`src/rtl/ureg_txn_arbiter.sv`:
```
// Two-requester arbiter that sequences load/shift/capture transactions on an external shift register.
// Define ROUND_ROBIN_EN for round-robin arbitration; the default build uses fixed priority (requester 0 wins).
//
// state   | meaning
// IDLE    | waiting for a request; winner id/op/wdata latched on grant
// LOAD    | one-cycle parallel load of latched wdata into the register
// SHIFT   | SHIFT_LEN cycles of serial shifting with the winner's sin
// CAPTURE | register parallel output captured into rdata
// DONE    | done pulse scheduled, grant dropped, pointer updated
module ureg_txn_arbiter #(
  parameter int SHIFT_LEN = 8
) (
  input  logic       clk,
  input  logic       rst,
  input  logic [1:0] req,
  input  logic [1:0] op0,
  input  logic [1:0] op1,
  input  logic [7:0] wdata0,
  input  logic [7:0] wdata1,
  input  logic       sin0,
  input  logic       sin1,
  output logic [1:0] gnt,
  output logic [1:0] done,
  output logic [7:0] rdata,
  output logic       sout,
  output logic       busy,
  output logic       reg_enable,
  output logic       reg_load,
  output logic       reg_serial_in,
  output logic [1:0] reg_mode,
  output logic [7:0] reg_parallel_in,
  input  logic       reg_serial_out,
  input  logic [7:0] reg_parallel_out
);

  localparam logic [2:0] S_IDLE    = 3'd0;
  localparam logic [2:0] S_LOAD    = 3'd1;
  localparam logic [2:0] S_SHIFT   = 3'd2;
  localparam logic [2:0] S_CAPTURE = 3'd3;
  localparam logic [2:0] S_DONE    = 3'd4;

  localparam logic [1:0] OP_SIPO = 2'b01;
  localparam logic [3:0] CNT_LAST = 4'(SHIFT_LEN - 1);

  logic [2:0] r_state;
  logic [3:0] r_cnt;
  logic       r_id;
  logic [1:0] r_op;
  logic [7:0] r_wdata;
  logic [1:0] r_gnt;
  logic [1:0] r_done;
  logic [1:0] r_mode;
  logic [7:0] r_rdata;

  logic       w_win_id;
  logic [1:0] w_win_op;
  logic [7:0] w_win_wdata;
  logic       w_sin;
  logic       w_in_load;
  logic       w_in_shift;

`ifdef ROUND_ROBIN_EN
  // r_ptr names the requester that wins when both request at once.
  logic r_ptr;

  always_comb begin
    w_win_id = 1'b0;
    if (req == 2'b11) begin
      w_win_id = r_ptr;
    end else if (req == 2'b10) begin
      w_win_id = 1'b1;
    end
  end

  always_ff @(posedge clk or negedge rst) begin
    if (!rst) begin
      r_ptr <= 1'b0;
    end else if (r_state == S_DONE) begin
      r_ptr <= ~r_id;
    end
  end
`else
  assign w_win_id = ~req[0];
`endif

  always_comb begin
    w_win_op    = op0;
    w_win_wdata = wdata0;
    if (w_win_id) begin
      w_win_op    = op1;
      w_win_wdata = wdata1;
    end
  end

  assign w_sin      = r_id ? sin1 : sin0;
  assign w_in_load  = (r_state == S_LOAD);
  assign w_in_shift = (r_state == S_SHIFT);

  always_ff @(posedge clk or negedge rst) begin
    if (!rst) begin
      r_state <= S_IDLE;
      r_cnt   <= 4'd0;
      r_id    <= 1'b0;
      r_op    <= 2'b00;
      r_wdata <= 8'h00;
      r_gnt   <= 2'b00;
      r_done  <= 2'b00;
      r_mode  <= 2'b00;
      r_rdata <= 8'h00;
    end else begin
      r_done <= 2'b00;
      case (r_state)
        S_IDLE: begin
          if (|req) begin
            r_id    <= w_win_id;
            r_op    <= w_win_op;
            r_wdata <= w_win_wdata;
            r_mode  <= w_win_op;
            r_gnt   <= w_win_id ? 2'b10 : 2'b01;
            r_cnt   <= 4'd0;
            r_state <= w_win_op[1] ? S_LOAD : S_SHIFT;
          end
        end
        S_LOAD: begin
          r_cnt   <= 4'd0;
          r_state <= r_op[0] ? S_CAPTURE : S_SHIFT;
        end
        S_SHIFT: begin
          if (r_cnt == CNT_LAST) begin
            r_cnt   <= 4'd0;
            r_state <= (r_op == OP_SIPO) ? S_CAPTURE : S_DONE;
          end else begin
            r_cnt <= r_cnt + 4'd1;
          end
        end
        S_CAPTURE: begin
          r_rdata <= reg_parallel_out;
          r_state <= S_DONE;
        end
        S_DONE: begin
          // done is registered, so it lands in the IDLE cycle that follows
          r_done  <= r_gnt;
          r_gnt   <= 2'b00;
          r_state <= S_IDLE;
        end
        default: begin
          r_state <= S_IDLE;
        end
      endcase
    end
  end

  assign gnt             = r_gnt;
  assign done            = r_done;
  assign rdata           = r_rdata;
  assign busy            = (r_state != S_IDLE);
  assign reg_enable      = w_in_load | w_in_shift;
  assign reg_load        = w_in_load;
  assign reg_serial_in   = w_in_shift & w_sin;
  assign reg_mode        = r_mode;
  assign reg_parallel_in = w_in_load ? r_wdata : 8'h00;
  assign sout            = w_in_shift & reg_serial_out;

endmodule

```
`config.mk`:
```
export PLATFORM = sky130hd
export DESIGN_NAME = ureg_txn_arbiter
export DESIGN_NICKNAME = d
export VERILOG_FILES = /design/src/rtl/ureg_txn_arbiter.sv
export SDC_FILE = /design/constraint.sdc
export NUM_CORES = 1
export LEC_CHECK = 0
export CORE_MARGIN = 2
export CORE_UTILIZATION = 38
export DETAILED_ROUTE_END_ITERATION = 12
export GPL_TIMING_DRIVEN = 0
export PLACE_DENSITY = 0.75
export SLEW_MARGIN = 20
export SYNTH_ARGS = -nofsm -noshare
export SYNTH_HDL_FRONTEND = slang
export SYNTH_SLANG_ARGS = --single-unit
```
`constraint.sdc`:
```
create_clock -name clk -period 1.57 [get_ports clk]
set_input_delay 0.314 -clock clk [delete_from_list [all_inputs] [get_ports clk]]
set_output_delay 0.314 -clock clk [all_outputs]
set_load 0.03 [all_outputs]
```
==> flow_summary.ini, run 1 <==
[cells_and_area]
final_core_utilization = 0.6452
filler_cell_count = 272
drive_gt1_frac = 0.4498
finish.cell_count_without_fillers = 259
flow.area_growth_from_synthesis_pct = 66.64
n_antenna_cell = 0
final_design_area_excluding_fillers_sq_um = 2544
num-nets-final = 244

[critical_path]
critical_path.n_buffers_inverters = 3
worst_path_largest_cell_delay_ns = 0.43
cp_max_fo = 8
rr_endpoint = r_wdata[6]
timing.critical_path.max_delay_family = buffers and inverters
cp_cell_sequence = buf_6, nor3b_4, clkbuf_8, and2_4, buf_6
worst-path-stages = 5
worst_r2r_path_depth = 6
critPathSlowestCell = sky130_fd_sc_hd__dfrtp_1
regToRegStartpoint = r_state[0]
rrSetupSlack_ns = -0.15
required_ns = 1.26
timing.critical_path.to_type = primary output
critical_path.startpoint = r_state[1]
cp_data_arrival_time_ns = 1.61
worst_setup_path_start_kind = register
crit_end = reg_parallel_in[6]
timing.critical_path.mode_cell = sky130_fd_sc_hd__buf_6
crit_type = reg2out

[power]
p_leak_nw = 1.176
vdd.ir_drop.worst_uv = 1057
pwr_density_cell_nw_per_um2 = 2001

[route]
antenna_violating_nets_post_route = 0
drc_errors_left = 0
detailedRoute.firstIterationViolations = 32
dr.pass1.iters = 4
vias_per_cell = 5.066
vias = 1312
routed_wire_length_per_instance_um = 15.99
postRouteWirelength_um = 4142

[global_routing]
vias_in_the_first_global_route = 1293
grt_antenna_before_repair = 0
grt_first_pass_wirelength_um = 6168
pin_count_of_the_biggest_net_entering_global_routing = 31
grtUsageTotal = 0.1864
overflow = 0

[clock_network]
worst_setup_hold_path_clk_slew_ns = 0.07
tritoncts = done
cts_sinks = 30
buffer_type_at_the_clock_tree_root = sky130_fd_sc_hd__clkbuf_8
clock_latency_on_the_worst_skew_pair_ns = 0.28
htree_depth = 2
clock_tree.buffer_depth = 2
inserted_clock_buffers = 5

[yosys]
synthesis.instances = 124
synth.yosys.seq_area_share = 0.4918
postSynthNetCount = 160
mappedNetlistArea_sq_um = 1526
synth_compound_gate_area_share = 0.1025
synth_area_in_adders = 0.008197
netlist_top_cells_area = sky130_fd_sc_hd__dfrtp_1 49%, sky130_fd_sc_hd__mux2_2 13%, sky130_fd_sc_hd__mux2_4 8.9%, sky130_fd_sc_hd__and2_1 3.7%, sky130_fd_sc_hd__o21ai_0 3.0%
synthesis.area_per_instance_sq_um = 12.31
synth-xor-area-share = 0
synth-simple-area-share = 0.1443
yosys.area.top_type_share = 0.4918
ys_types = 38
ys_ff_latch = 30
largest_family_of_logic_cells_by_synthesized_area = multiplexers
ys_warn_count = 0
yosysTopAreaCell = sky130_fd_sc_hd__dfrtp_1
synthMuxAreaShare = 0.2270

[timing]
fmaxAchievable_ghz = 0.5189
finalHoldViolCount = 0
worst_clock_skew_ns = 0.009965
relSlewSlack = 0.5562
maxSlewViolCount = 0
unrepaired_setup_endpoints_after_global_routing = true
finalSetupTns_ns = -5.381
fin_crit_sh = 1.227
period_minus_slack_ns = 1.927
worstMarginPinSlew_ns = 0.6657
setup_slack_ns = -0.3571
setup-violations-final = 27

[outcome]
outcome = finished, violations left
failed_checks = negative setup slack

[floorplan]
floorplan.die_area_sq_um = 4540
num_io_pins = 62
fp-row-count = 23
fp.dieH_um = 67.38
die_x_um = 67.38
core_area_sq_um = 3943
start_util = 0.3872

[placement]
gp_congestion = 0.7313
numPortBuffers = 60
post-place-ws_ns = -0.6679
cell_area_reported_after_detailed_placement_sq_um = 2208
dp_hpwl_um = 2685
post-place-cells = 234

[min_path]
worstHoldPathType = in2async

[job]
max_cap_violations = 0
-- timing repair --
action                                  in CTS  in global routing
gates resized for setup                    126                 11
hold buffers                                 0                  0
setup buffers                                8                  7
pin swaps                                    9                  6
cloned                                       2                  0
endpoints found under the setup margin      37                 32
-- synth_stat cells --
| library cell | count |
|---|---|
| sky130_fd_sc_hd__a211o_1 | 1 |
| sky130_fd_sc_hd__a21o_1 | 1 |
| sky130_fd_sc_hd__a21oi_1 | 2 |
| sky130_fd_sc_hd__a22o_1 | 1 |
| sky130_fd_sc_hd__and2_1 | 9 |
| sky130_fd_sc_hd__and3_1 | 2 |
| sky130_fd_sc_hd__buf_2 | 4 |
| sky130_fd_sc_hd__buf_6 | 1 |
| sky130_fd_sc_hd__clkbuf_1 | 1 |
| sky130_fd_sc_hd__clkbuf_2 | 1 |
| sky130_fd_sc_hd__dfrtp_1 | 30 |
| sky130_fd_sc_hd__ha_1 | 1 |
| sky130_fd_sc_hd__mux2_2 | 17 |
| sky130_fd_sc_hd__mux2_4 | 9 |
| sky130_fd_sc_hd__mux2i_1 | 2 |
| sky130_fd_sc_hd__nand2_1 | 4 |
| sky130_fd_sc_hd__nand2b_1 | 2 |
| sky130_fd_sc_hd__nand3_1 | 1 |
| sky130_fd_sc_hd__nand3b_1 | 1 |
| sky130_fd_sc_hd__nor2_1 | 6 |
| sky130_fd_sc_hd__nor2_2 | 1 |
| sky130_fd_sc_hd__nor2_8 | 1 |
| sky130_fd_sc_hd__nor2b_1 | 1 |
| sky130_fd_sc_hd__nor3b_1 | 1 |
| sky130_fd_sc_hd__nor3b_2 | 1 |
| sky130_fd_sc_hd__nor4_1 | 1 |
| sky130_fd_sc_hd__nor4b_1 | 1 |
| sky130_fd_sc_hd__o2111a_1 | 1 |
| sky130_fd_sc_hd__o211a_1 | 1 |
| sky130_fd_sc_hd__o21a_1 | 1 |
| sky130_fd_sc_hd__o21ai_0 | 9 |
| sky130_fd_sc_hd__o21bai_1 | 1 |
| sky130_fd_sc_hd__o221ai_1 | 1 |
| sky130_fd_sc_hd__o2bb2ai_1 | 1 |
| sky130_fd_sc_hd__o31ai_1 | 3 |
| sky130_fd_sc_hd__or2_2 | 1 |
| sky130_fd_sc_hd__or3_1 | 1 |
| sky130_fd_sc_hd__or3b_1 | 1 |
-- per-stage QoR --
step                power, mW  hold slack [ns]
finish                  5.091          0.05939
global route            5.367           0.1192
CTS                     4.793          0.08453
detailed placement      3.901           0.3879
global placement        3.817           0.4857
floorplan               3.031          0.01841
-- worst min path at each step --
stage          endpoint  startpoint  depth (start not counted)
6_report       r_cnt[3]         rst                          1
4_1_cts        r_cnt[3]         rst                          1
3_5_place_dp   rdata[7]         rst                          1
3_3_place_gp   rdata[0]    rdata[0]                          1
2_1_floorplan   done[0]         rst                          0
5_1_grt        r_cnt[3]         rst                          1
-- cell families after synthesis --
kind of cell | Yosys count
compound gates | 23
flops | 30
fa+ha+maj | 1
simple gates | 35
buf+inv | 7
mux | 28
-- placed cells by master, fill, tap and decap left out, types with 2 or more instances in the layout --
master	n
sky130_fd_sc_hd__a21oi_1	2
sky130_fd_sc_hd__and2_4	9
sky130_fd_sc_hd__and3_1	2
sky130_fd_sc_hd__buf_2	2
sky130_fd_sc_hd__buf_4	12
sky130_fd_sc_hd__buf_6	19
sky130_fd_sc_hd__clkbuf_8	8
sky130_fd_sc_hd__clkdlybuf4s50_1	32
sky130_fd_sc_hd__dfrtp_1	29
sky130_fd_sc_hd__dlygate4sd2_1	14
sky130_fd_sc_hd__mux2_2	17
sky130_fd_sc_hd__mux2_4	9
sky130_fd_sc_hd__mux2i_1	2
sky130_fd_sc_hd__nand2_1	4
sky130_fd_sc_hd__nor2_1	5
sky130_fd_sc_hd__nor2_4	2
sky130_fd_sc_hd__nor3b_4	2
sky130_fd_sc_hd__o21ai_0	7
sky130_fd_sc_hd__o21ai_2	2
sky130_fd_sc_hd__o31ai_1	2
-- report_power, final --
part / leakage, nW / internal [mW] / switching [mW]
combinational: 0.764 / 1.57 / 1.49
clock: 0.0482 / 0.353 / 0.284
sequential: 0.364 / 1.14 / 0.251
total: 1.18 / 3.06 / 2.03
-- area by class of cell --
type / count / area (sq um) / area share
tap: 50 / 62.56 / 0.02459
clock inverter: 1 / 5.005 / 0.001968
sequential: 30 / 752.0 / 0.2956
multi-input combinational: 88 / 828.3 / 0.3256
timing repair buffer: 76 / 740.7 / 0.2912
clock buffer: 7 / 86.33 / 0.03394
buffer: 7 / 68.82 / 0.02705
-- per-layer routing --
layer | GRT usage | share of wire | vias to the layer above
met5 | 0 | 0 | -
met4 | 0.08929 | 0.022 | 0
met3 | 0.04833 | 0.071 | 8
met2 | 0.3119 | 0.50 | 66
met1 | 0.2229 | 0.41 | 620
li1 | - | - | 618
-- flip-flops by register name (all words and copies together), names as in the netlist --
signal,flops
r_cnt,4
done,2
r_state,3
rdata,8
gnt,2
r_id,1
reg_mode,2
r_wdata,8
Power figures use the tool's default switching activity.
==> inputs of run 2 (changes only) <==
GPL_ROUTABILITY_DRIVEN = 0   (was unset)
PLACE_DENSITY = 0.86   (was 0.75)
==> flow_summary.ini, run 2 (synthesis results as in run 1) <==
[clock_network]
htree_depth = 2
clock_tree.buffer_depth = 2
worst_setup_hold_path_clk_slew_ns = 0.06
inserted_clock_buffers = 5
cts_sinks = 30
tritoncts = done
buffer_type_at_the_clock_tree_root = sky130_fd_sc_hd__clkbuf_8
clock_latency_on_the_worst_skew_pair_ns = 0.28

[power]
pwr_density_cell_nw_per_um2 = 2066
vdd.ir_drop.worst_uv = 1100
totalPowerFinal_mw = 5.444
p_leak_nw = 1.212

[outcome]
failed_checks = negative setup slack
outcome = finished, violations left

[route]
detailedRoute.firstIterationViolations = 61
vias_per_cell = 5.248
drc_errors_left = 0
postRouteWirelength_um = 4409
antenna_violating_nets_post_route = 0
vias = 1375
dr.pass1.iters = 4
routed_wire_length_per_instance_um = 16.83

[floorplan]
start_util = 0.3872
num_io_pins = 62
die_x_um = 67.38
floorplan.die_area_sq_um = 4540
fp-row-count = 23
core_area_sq_um = 3943
fp.dieH_um = 67.38

[cells_and_area]
final_cell_mix = 32 x sky130_fd_sc_hd__clkdlybuf4s50_1, 29 x sky130_fd_sc_hd__dfrtp_1, 20 x sky130_fd_sc_hd__buf_6
n_antenna_cell = 0
mostFrequentLayoutCell = sky130_fd_sc_hd__clkdlybuf4s50_1
final_core_utilization = 0.6684
flow.area_growth_from_synthesis_pct = 72.62
drive_gt1_frac = 0.4670
final_design_area_excluding_fillers_sq_um = 2635
num-nets-final = 248

[placement]
numPortBuffers = 60
dp_hpwl_um = 2503
post-place-ws_ns = -0.7056
cell_area_reported_after_detailed_placement_sq_um = 2208

[timing]
fin_crit_sh = 1.193
worst_hold_slack_ns = 0.06132
setup-violations-final = 23
fmaxAchievable_ghz = 0.5341
period_minus_slack_ns = 1.872
worst_clock_skew_ns = 0.008378
setup_slack_ns = -0.3023
finalHoldViolCount = 0
maxSlewViolCount = 0
relSlewSlack = 0.5578
worstMarginPinSlew_ns = 0.6632
unrepaired_setup_endpoints_after_global_routing = true

[global_routing]
grt_first_pass_wirelength_um = 6368
grt_antenna_before_repair = 0
pin_count_of_the_biggest_net_entering_global_routing = 31
overflow = 0
grtUsageTotal = 0.1931
vias_in_the_first_global_route = 1337

[critical_path]
worst_setup_path_start_kind = register
cp_data_arrival_time_ns = 1.56
timing.critical_path.to_type = primary output
required_ns = 1.26
cp_max_fo = 5
worst_r2r_path_depth = 4
crit_type = reg2out

[min_path]
worstHoldPathType = in2async

[job]
max_cap_violations = 0
[run 2: stage by stage]
| stage | instances | TNS (ns) |
|---|---|---|
| 5_1_grt | 262 | -4.816 |
| 3_5_place_dp | 234 | -10.86 |
| 2_1_floorplan | 124 | -0.05633 |
| 3_3_place_gp | 234 | -19.46 |
| 4_1_cts | 252 | -3.252 |
| 6_report | 262 | -3.752 |
[run 2: where the power goes]
| group | switching (mW) | internal (mW) |
|---|---|---|
| Combinational | 1.61 | 1.66 |
| Clock | 0.281 | 0.507 |
| Sequential | 0.252 | 1.14 |
| Total | 2.14 | 3.30 |
[run 2: critical path: stages, from the launching register on]
cell and delay (ns):
sky130_fd_sc_hd__dfrtp_1 0.41, sky130_fd_sc_hd__buf_6 0.15, sky130_fd_sc_hd__nor3b_4 0.25, sky130_fd_sc_hd__clkbuf_8 0.20
sky130_fd_sc_hd__and2_4 0.13, sky130_fd_sc_hd__buf_6 0.12
[run 2: final timing paths]
check,startpoint,end,slack [ns]
min in group clk,rdata[1],rdata[1],0.50
worst min-delay path,rst,r_cnt[0],0.06
max in group asynchronous,rst,r_state[2],1.04
worst max-delay path,r_state[1],reg_parallel_in[3],-0.30
worst min register to register,rdata[1],rdata[1],0.50
worst max register to register,r_state[0],r_wdata[4],-0.03
[run 2: timing repair]
item / in CTS / in global routing
cloned: 2 / 0
pin swaps: 13 / 9
hold buffers: 0 / 0
buffers inserted: 9 / 12
resized for setup: 126 / 19
setup endpoints to repair: 38 / 38
[run 2: layout make-up]
cell class / count / area, sq um
plain buffers: 7 / 68.82
fillers: 291 / 1308
repair buffers: 80 / 774.5
clock inverters: 1 / 30.03
multi-input cells: 88 / 864.6
flip-flops and latches: 30 / 752.0
well taps: 50 / 62.56
clock buffers: 6 / 82.58
[run 2: per-layer routing]
layer | track usage | vias to the layer above | wire length [um]
met4 | 0.06888 | 0 | 55
li1 | - | 626 | -
met2 | 0.3292 | 68 | 2250
met1 | 0.2238 | 675 | 1742
met5 | 0 | - | 0
met3 | 0.06833 | 6 | 361
==> inputs of run 3 (changes only) <==
GPL_ROUTABILITY_DRIVEN = unset   (was 0)
==> results of run 3 <==
No change in the layout: final DEF, timing and power equal those of run 2.
